### src/rtl/apprx_alu_pkg.sv
// Shared types and constants for the approximate ALU datapath.
// Includes the multiplier FSM states, datapath widths and per-step shifts.
package apprx_alu_pkg;

    localparam int unsigned OP_W   = 8;
    localparam int unsigned NIB_W  = 4;
    localparam int unsigned PP_W   = 8;
    localparam int unsigned PROD_W = 16;
    localparam int unsigned STEP_W = 2;

    localparam logic [STEP_W-1:0] STEP_LAST = '1;

    localparam int unsigned SHIFT_S0 = 0;
    localparam int unsigned SHIFT_S1 = 4;
    localparam int unsigned SHIFT_S2 = 4;
    localparam int unsigned SHIFT_S3 = 8;

    typedef enum logic [1:0] {
        IDLE,
        RUN,
        DONE
    } state_t;

    function automatic logic [3:0] step_shift(input logic [STEP_W-1:0] step);
        case (step)
            2'd0:    return 4'(SHIFT_S0);
            2'd1:    return 4'(SHIFT_S1);
            2'd2:    return 4'(SHIFT_S2);
            default: return 4'(SHIFT_S3);
        endcase
    endfunction

endpackage

### src/rtl/mul_8x8_apprx_seq_if.sv
// Operand/result handshake bundle for mul_8x8_apprx_seq.
// The exact port exists only when APPRX_MUL_EXACT_EN is defined.
interface mul_8x8_apprx_seq_if;
    import apprx_alu_pkg::*;

    logic              in_valid;
    logic              in_ready;
    logic [OP_W-1:0]   A;
    logic [OP_W-1:0]   B;
`ifdef APPRX_MUL_EXACT_EN
    logic              exact;
`endif
    logic              out_valid;
    logic              out_ready;
    logic [PROD_W-1:0] P;
    logic              busy;

    modport master (
        output in_valid, A, B, out_ready,
`ifdef APPRX_MUL_EXACT_EN
        output exact,
`endif
        input  in_ready, out_valid, P, busy
    );

    modport slave (
        input  in_valid, A, B, out_ready,
`ifdef APPRX_MUL_EXACT_EN
        input  exact,
`endif
        output in_ready, out_valid, P, busy
    );

endinterface

### src/rtl/mul_4x4_apprx.sv
// Combinational 4x4 approximate multiplier built from four 2x2 cells.
// Each 2x2 cell maps 3*3 to 7; all other digit pairs are exact.
module mul_4x4_apprx
    import apprx_alu_pkg::*;
(
    input  logic [NIB_W-1:0] a,
    input  logic [NIB_W-1:0] b,
    output logic [PP_W-1:0]  p
);

    function automatic logic [3:0] mul_2x2(input logic [1:0] x, input logic [1:0] y);
        if (x == 2'd3 && y == 2'd3)
            return 4'd7;
        return {2'b00, x} * {2'b00, y};
    endfunction

    logic [3:0] ll, hl, lh, hh;

    always_comb begin
        ll = mul_2x2(a[1:0], b[1:0]);
        hl = mul_2x2(a[3:2], b[1:0]);
        lh = mul_2x2(a[1:0], b[3:2]);
        hh = mul_2x2(a[3:2], b[3:2]);
        p  = {4'b0000, ll}
           + ({4'b0000, hl} << 2)
           + ({4'b0000, lh} << 2)
           + ({4'b0000, hh} << 4);
    end

endmodule

### src/rtl/mul_8x8_apprx_seq.sv
// Sequential 8x8 approximate multiplier: one 4x4 cell reused over four nibble steps.
// Optional APPRX_MUL_EXACT_EN adds a latched exact-mode select.
module mul_8x8_apprx_seq
    import apprx_alu_pkg::*;
(
    input  logic                clk,
    input  logic                rst,
    mul_8x8_apprx_seq_if.slave  bus
);

    state_t              state, state_nxt;
    logic [STEP_W-1:0]   step;
    logic [OP_W-1:0]     a_r, b_r;
    logic [PROD_W-1:0]   acc;
    logic [NIB_W-1:0]    a_nib, b_nib;
    logic [PP_W-1:0]     cell_p, pp;
    logic [PROD_W-1:0]   pp_sh;
    logic                accept;
`ifdef APPRX_MUL_EXACT_EN
    logic                exact_r;
`endif

    always_ff @(posedge clk or posedge rst) begin
        if (rst)
            state <= IDLE;
        else
            state <= state_nxt;
    end

    always_comb begin
        state_nxt = state;
        accept    = 1'b0;
        case (state)
            IDLE: if (bus.in_valid) begin
                accept    = 1'b1;
                state_nxt = RUN;
            end
            RUN:  if (step == STEP_LAST) state_nxt = DONE;
            DONE: if (bus.out_ready) state_nxt = IDLE;
            default: state_nxt = IDLE;
        endcase
    end

    assign bus.in_ready  = (state == IDLE);
    assign bus.out_valid = (state == DONE);
    assign bus.busy      = (state == RUN) || (state == DONE);
    assign bus.P         = acc;

    // step[0] picks the A nibble, step[1] the B nibble
    assign a_nib = step[0] ? a_r[7:4] : a_r[3:0];
    assign b_nib = step[1] ? b_r[7:4] : b_r[3:0];

    mul_4x4_apprx u_cell (
        .a (a_nib),
        .b (b_nib),
        .p (cell_p)
    );

    always_comb begin
        pp = cell_p;
`ifdef APPRX_MUL_EXACT_EN
        if (exact_r)
            pp = {{NIB_W{1'b0}}, a_nib} * {{NIB_W{1'b0}}, b_nib};
`endif
        pp_sh = {{(PROD_W-PP_W){1'b0}}, pp} << step_shift(step);
    end

    always_ff @(posedge clk or posedge rst) begin
        if (rst) begin
            a_r     <= '0;
            b_r     <= '0;
            acc     <= '0;
            step    <= '0;
`ifdef APPRX_MUL_EXACT_EN
            exact_r <= 1'b0;
`endif
        end else if (accept) begin
            a_r     <= bus.A;
            b_r     <= bus.B;
            acc     <= '0;
            step    <= '0;
`ifdef APPRX_MUL_EXACT_EN
            exact_r <= bus.exact;
`endif
        end else if (state == RUN) begin
            acc <= acc + pp_sh;
            if (step != STEP_LAST)
                step <= step + 1'b1;
        end
    end

endmodule

### src/flat_wrapper.sv
// flat-port wrapper written by rule: the top's interface ports become plain ports
module mul_8x8_apprx_seq_flat import apprx_alu_pkg::*;
  (clk, rst, bus_in_valid, bus_A, bus_B, bus_out_ready, bus_in_ready, bus_out_valid, bus_P, bus_busy);
  mul_8x8_apprx_seq_if bus_i ();
  input  logic clk;
  input  logic rst;
  input wire logic [$bits(bus_i.in_valid)-1:0] bus_in_valid;
  input wire logic [$bits(bus_i.A)-1:0] bus_A;
  input wire logic [$bits(bus_i.B)-1:0] bus_B;
  input wire logic [$bits(bus_i.out_ready)-1:0] bus_out_ready;
  output wire logic [$bits(bus_i.in_ready)-1:0] bus_in_ready;
  output wire logic [$bits(bus_i.out_valid)-1:0] bus_out_valid;
  output wire logic [$bits(bus_i.P)-1:0] bus_P;
  output wire logic [$bits(bus_i.busy)-1:0] bus_busy;
  assign bus_i.in_valid = bus_in_valid;
  assign bus_i.A = bus_A;
  assign bus_i.B = bus_B;
  assign bus_i.out_ready = bus_out_ready;
  assign bus_in_ready = bus_i.in_ready;
  assign bus_out_valid = bus_i.out_valid;
  assign bus_P = bus_i.P;
  assign bus_busy = bus_i.busy;
  mul_8x8_apprx_seq u_core (.clk(clk), .rst(rst), .bus(bus_i));
endmodule
### config.mk
export PLATFORM = sky130hd
export DESIGN_NAME = mul_8x8_apprx_seq_flat
export DESIGN_NICKNAME = d
export VERILOG_FILES = /design/src/rtl/apprx_alu_pkg.sv /design/src/rtl/mul_8x8_apprx_seq_if.sv /design/src/rtl/mul_4x4_apprx.sv /design/src/rtl/mul_8x8_apprx_seq.sv /design/src/flat_wrapper.sv
export SDC_FILE = /design/constraint.sdc
export NUM_CORES = 1
export LEC_CHECK = 0
export ABC_AREA = 1
export CAP_MARGIN = 10
export CORE_MARGIN = 5
export CORE_UTILIZATION = 56
export DETAILED_ROUTE_END_ITERATION = 10
export PLACE_DENSITY = 0.81
export SLEW_MARGIN = 0
export SYNTH_ARGS = -nofsm -noshare
export SYNTH_HDL_FRONTEND = slang
export SYNTH_SLANG_ARGS = --single-unit
### constraint.sdc
create_clock -name clk -period 4.7 [get_ports clk]
set_input_delay 0.94 -clock clk [delete_from_list [all_inputs] [get_ports clk]]
set_output_delay 0.94 -clock clk [all_outputs]
set_load 0.005 [all_outputs]
Word level (Yosys, flattened, before mapping):

Index checks and enable logic that the tools add are counted.

* output and inout port bits: 19
* flip-flop bits (word level): 36
* word-level logic and storage cells: 66
* bits of input ports: 20

* shift operators: 1
* $add $sub $neg: 5
* eq/ne operators: 13
* mux-type cells: 26
* reductions and logical operators: 12
* multipliers: 4

Operator list (count)
* $mux 4: 10
* $mux 16: 2
* $add 16x16->16: 1
* $mul 2x2->4: 4
* $shl 8x4->16: 1
* $eq 2x2->1 const B: 7
* $mux 2: 6
* $add 7x6->8: 1
* $add 8x8->8: 1
* $pmux 4 s2: 1
* $add 4x6->7: 1
* $mux 1: 6
* $ne 2x2->1 const B: 3
* $pmux 2 s3: 1
* $eq 2x1->1 const B: 2
* $logic_and 1x1->1: 4
* $logic_not 2->1: 2
* $reduce_bool 2->1: 2
* $reduce_and 3->1: 1
* $add 2x1->2 const B: 1
* $ne 2x1->1 const B: 1
* $reduce_and 2->1: 1
* $reduce_or 2->1: 1
* $logic_or 1x1->1: 1

Logic depth before layout (Yosys ltp):

* depth after elaboration: 12
* gate-level depth with buffers: 29
* gate-level depth less buffers: 29

Modules after synthesis:

From an unflattened synthesis, not the netlist that was laid out.

* cell total of the unflattened synthesis: 511
* area total of the unflattened synthesis: 3279.4 um2

By module, submodules not included
* mul_8x8_apprx_seq: area an instance 2710.1 um2, instances 1, cells each 415, sequential area each 900.9 um2
* mul_4x4_apprx: area an instance 569.3 um2, instances 1, cells each 96, sequential area each 0.0 um2

Least setup slack after synthesis:

Ideal clock, no wire load.

* path type: reg2reg
* start point: reg u_core.step[0]
* end point: reg u_core.acc[9], in the netlist u_core.bus.P[9]
* library setup time: 117 ps
* path slack: 559 ps
* arrival: 4023 ps
* stages on the path, launching flop included: 22
* data required time: 4583 ps
* clock period less this slack: 4141 ps
* path buffers: 0
* cell sequence: dfrtp_1 -> mux2i_1 -> nor2_1 -> ha_1 -> ha_1 -> nor2_1 -> fa_1 -> inv_1 -> ha_1 -> a21oi_1 -> o21ai_0 -> xor2_1 -> o21ai_0 -> nor2_1 -> ha_1 -> nand2_1 -> o21a_1 -> nand2_1 -> a21oi_1 -> or2_2 -> nand3_1 -> nand2_1

* longest elaborated chain between the ends: 12

Ends and longest elaborated chain
* start, declared: line mul_8x8_apprx_seq.sv:12 `logic [STEP_W-1:0] step;`
* start signal, assigned: line mul_8x8_apprx_seq.sv:88 `step <= step + 1'b1;`
* branches (longest 8 deep; another with $add 7x6->8)
* $shl 8x4->16 *: line mul_8x8_apprx_seq.sv:65 `pp_sh = {{(PROD_W-PP_W){1'b0}}, pp} << step_shift(step);`
* $add 16x16->16 *: line mul_8x8_apprx_seq.sv:86 `acc <= acc + pp_sh;`
* $mux 16 *: line mul_8x8_apprx_seq.sv:85 `end else if (state == RUN) begin`
* $mux 16 *: line mul_8x8_apprx_seq.sv:77 `end else if (accept) begin`
* end signal, assigned: line mul_8x8_apprx_seq.sv:86
* end, declared: line mul_8x8_apprx_seq.sv:14 `logic [PROD_W-1:0] acc;`

Mark *: on every way between the ends. The select of a mux whose other input is x is not followed.
A chain may end at the register's enable or synchronous reset.

Worst setup path in the final report:

* start point: reg u_core.step[0]
* end point: reg u_core.acc[15], in the netlist u_core.bus.P[15]

The elaborated chain is that of the path after synthesis.

==> flow_metrics.env <==
export IMPL_io_buffer_count=38
export IMPL_drc=0
export IMPL_insertion_delay_ns=0.29
export IMPL_route_vias_total=2751
export IMPL_diodes=0
export IMPL_grtUsageTotal_pct=22.7
export IMPL_fin_nets=509
export IMPL_hold_ws_ns=0.514
export IMPL_fin_crit_ns=4.44
export IMPL_viasPerCell=5.26
export IMPL_postRouteWirelength_um=7030
export IMPL_core_rowCount=26
export IMPL_synth_seq_area_share_pct=30.5
export IMPL_rrSetupSlack_ns=0.26
export IMPL_crit_fanout=6
export IMPL_status="complete, no violations"
export IMPL_end_kind="flip-flop"
export IMPL_ant_nets=0
export IMPL_cts_hold_buf=0
export IMPL_root_buffer="clkbuf_8"
export IMPL_timing_fmax_mhz=225
export IMPL_ys_types=38
export IMPL_die_area_um2=6820
export IMPL_die_w_um=82.6
export IMPL_syn_nets=463
export IMPL_clk_pin_slew_ns=0.08
export IMPL_clock_sinks=36
export IMPL_hold_violations=0
export IMPL_grt_pass1_vias=2720
export IMPL_grt_pass1_wl_um=12000
export IMPL_grt_max_degree=37
export IMPL_yosysTopAreaCell="dfrtp_1"
export IMPL_arrival_ns=4.68
export IMPL_hold_class="flip-flop to flip-flop"
export IMPL_finish_utilization_pct=71.3
export IMPL_routabilityCongestion=0.905
export IMPL_synth_top_flop_cell="dfrtp_1"
export IMPL_pin_count=39
export IMPL_async_flop_share_pct=100
export IMPL_synth_cell_area_um2=2950
export IMPL_maxSlewViolCount=0
export IMPL_firstDrtPassIters=4
export IMPL_dp_hpwl_um=5280
export IMPL_worst_slew_pin_slew_ns=0.783
export IMPL_core_area_um2=5110
export IMPL_numCtsBuffers=5
export IMPL_overflow=0
export IMPL_initial_utilization_pct=57.8
export IMPL_timing_final_crit_share_pct=94.5
export IMPL_antenna_found_initial=0
export IMPL_drive_gt1_share_pct=12.8
export IMPL_initialDrtViolationCount=249
export IMPL_final_setup_viol_count=0
export IMPL_relSlewSlack_pct=47.8
export IMPL_wire_per_inst_um=13.4
export IMPL_worstPathRequired_ns=4.94
export IMPL_synth_top_area_share_pct=30.5
export IMPL_area_delta_synth_final_pct=23.4
export IMPL_synth_edf_count=0
export IMPL_fp_dieH_um=82.6
export IMPL_yosys_warnings=0
export IMPL_ys_ff_latch=36
export IMPL_synth_cells=406
export IMPL_crit_type="flip-flop to flip-flop"
export IMPL_cts_max_path_buffers=2
export IMPL_maxCapViolCount=0
export IMPL_tritoncts="built"
export IMPL_finClkSkew_ns=0.00578
export IMPL_netlist_top_cells_area="dfrtp_1 31%, ha_1 13%, nand2_1 13%"
export IMPL_syn_area_per_cell_um2=7.27
export IMPL_start_kind="flip-flop"
export IMPL_cts_htree_levels=2
## worst max-delay path, cell delays in order, from the launching register on
cell and delay, ns:
dfrtp_2 0.49, mux2i_4 0.32, nor2_1 0.08, ha_1 0.21, ha_1 0.27, nor2_1 0.05
fa_1 0.41, inv_1 0.07, ha_2 0.17, inv_1 0.05, fa_2 0.38, nor3_2 0.16
nor2_2 0.08, inv_1 0.06, nand2_1 0.07, nand2_1 0.07, nand2_1 0.06, a21oi_2 0.23
ha_4 0.19, nand2_1 0.07, nor3_1 0.19, inv_1 0.09, nor3_2 0.13, nand2_1 0.07
o211ai_1 0.11, nand3b_1 0.14, nand3_1 0.07, nand2_1 0.07
## per-stage QoR
step                      cells  setup slack, ns  area, um^2  setup TNS (ns)
after floorplan             406            0.559        2950               0
after global placement      512           0.0214        3420               0
after detailed placement    512          -0.0785        3420          -0.129
after CTS                   520           0.0404        3530               0
after global routing        523           -0.126        3640          -0.274
final                       523            0.260        3640               0
## registers in the layout (all words and copies together), names as in the netlist
| register | count |
|---|---|
| u_core.step | 2 |
| u_core.a_r | 8 |
| u_core.state | 2 |
| u_core.b_r | 8 |
| u_core.bus.P | 16 |
## layout make-up
| cell class | count | area (um^2) |
|---|---|---|
| clock buffer | 5 | 68.8 |
| clock inverter | 3 | 23.8 |
| fill | 440 | 1470 |
| inverter | 55 | 206 |
| multi-input combinational | 310 | 1920 |
| sequential | 36 | 903 |
| tap | 70 | 87.6 |
| timing repair buffer | 44 | 425 |
## layer usage
layer / track usage, % / vias up / wire length [um]
met2: 36.5 / 79 / 3170
li1: - / 1410 / -
met1: 31.5 / 1254 / 3380
met4: 6.05 / 0 / 70
met3: 4.01 / 8 / 408
met5: 0 / - / 0
## placed cells by master, fill, tap and decap left out, types with 3 or more instances in the layout
| cell type | instances |
|---|---|
| or2_2 | 7 |
| nand3_1 | 12 |
| nand2_1 | 99 |
| fa_1 | 5 |
| dfrtp_1 | 34 |
| a21oi_1 | 21 |
| ha_1 | 29 |
| o21ai_1 | 4 |
| nor2_2 | 3 |
| nor2_1 | 43 |
| nand4_1 | 4 |
| o21ai_2 | 3 |
| nand2_2 | 8 |
| a21o_1 | 3 |
| clkdlybuf4s50_1 | 38 |
| buf_4 | 6 |
| a21oi_2 | 5 |
| o21ai_0 | 31 |
| clkbuf_8 | 5 |
| inv_1 | 52 |
## synth_stat cells (2+ instances only)
library cell and instances:
a21o_1 3, ha_1 31, clkbuf_1 4, inv_2 2
nor2_1 45, a22o_1 2, dfrtp_1 36, nand2_4 2
inv_1 52, or2_2 7, mux2i_1 3, xor2_1 2
o211ai_1 2, nand2_1 100, nor2_4 2, nor3_1 3
nand4_1 4, nand3_1 12, fa_1 6, o21ai_1 2
nand3_2 2, a21oi_1 27, nand2_2 7, o21ai_0 36
## logic make-up (layout without fill, tap and decap cells)
kind of cell / after synthesis / in the layout / synth area share, %
buffers and inverters: 60 / 107 / 7.68
adders and majority gates: 37 / 37 / 17.2
and+or+nand+nor: 188 / 188 / 27.9
muxes: 3 / 3 / 1.02
DFF: 36 / 36 / 30.5
AOI/OAI and AO/OA: 79 / 79 / 14.8
xor gates and xnor gates: 3 / 3 / 0.891
## final timing paths
check                                   end  depth (start not counted)      startpoint
setup / recovery           u_core.bus.P[15]                         27  u_core.step[0]
hold / removal                u_core.b_r[0]                          2   u_core.b_r[0]
setup reg to reg           u_core.bus.P[15]                         27  u_core.step[0]
hold reg to reg               u_core.b_r[0]                          2   u_core.b_r[0]
max in group asynchronous    u_core.step[0]                          3             rst
min in group asynchronous     u_core.a_r[1]                          3             rst
## what timing repair did
action | 4_1_cts | 5_1_grt
pin swaps | 0 | 15
setup endpoints to repair | 2 | 9
hold endpoints to repair | 0 | 0
resized for setup | 4 | 25
buffers inserted | 0 | 3
Power is left out: the tool's default activity adds up to more than one toggle a clock period on the data nets, which glitch-free logic cannot reach.
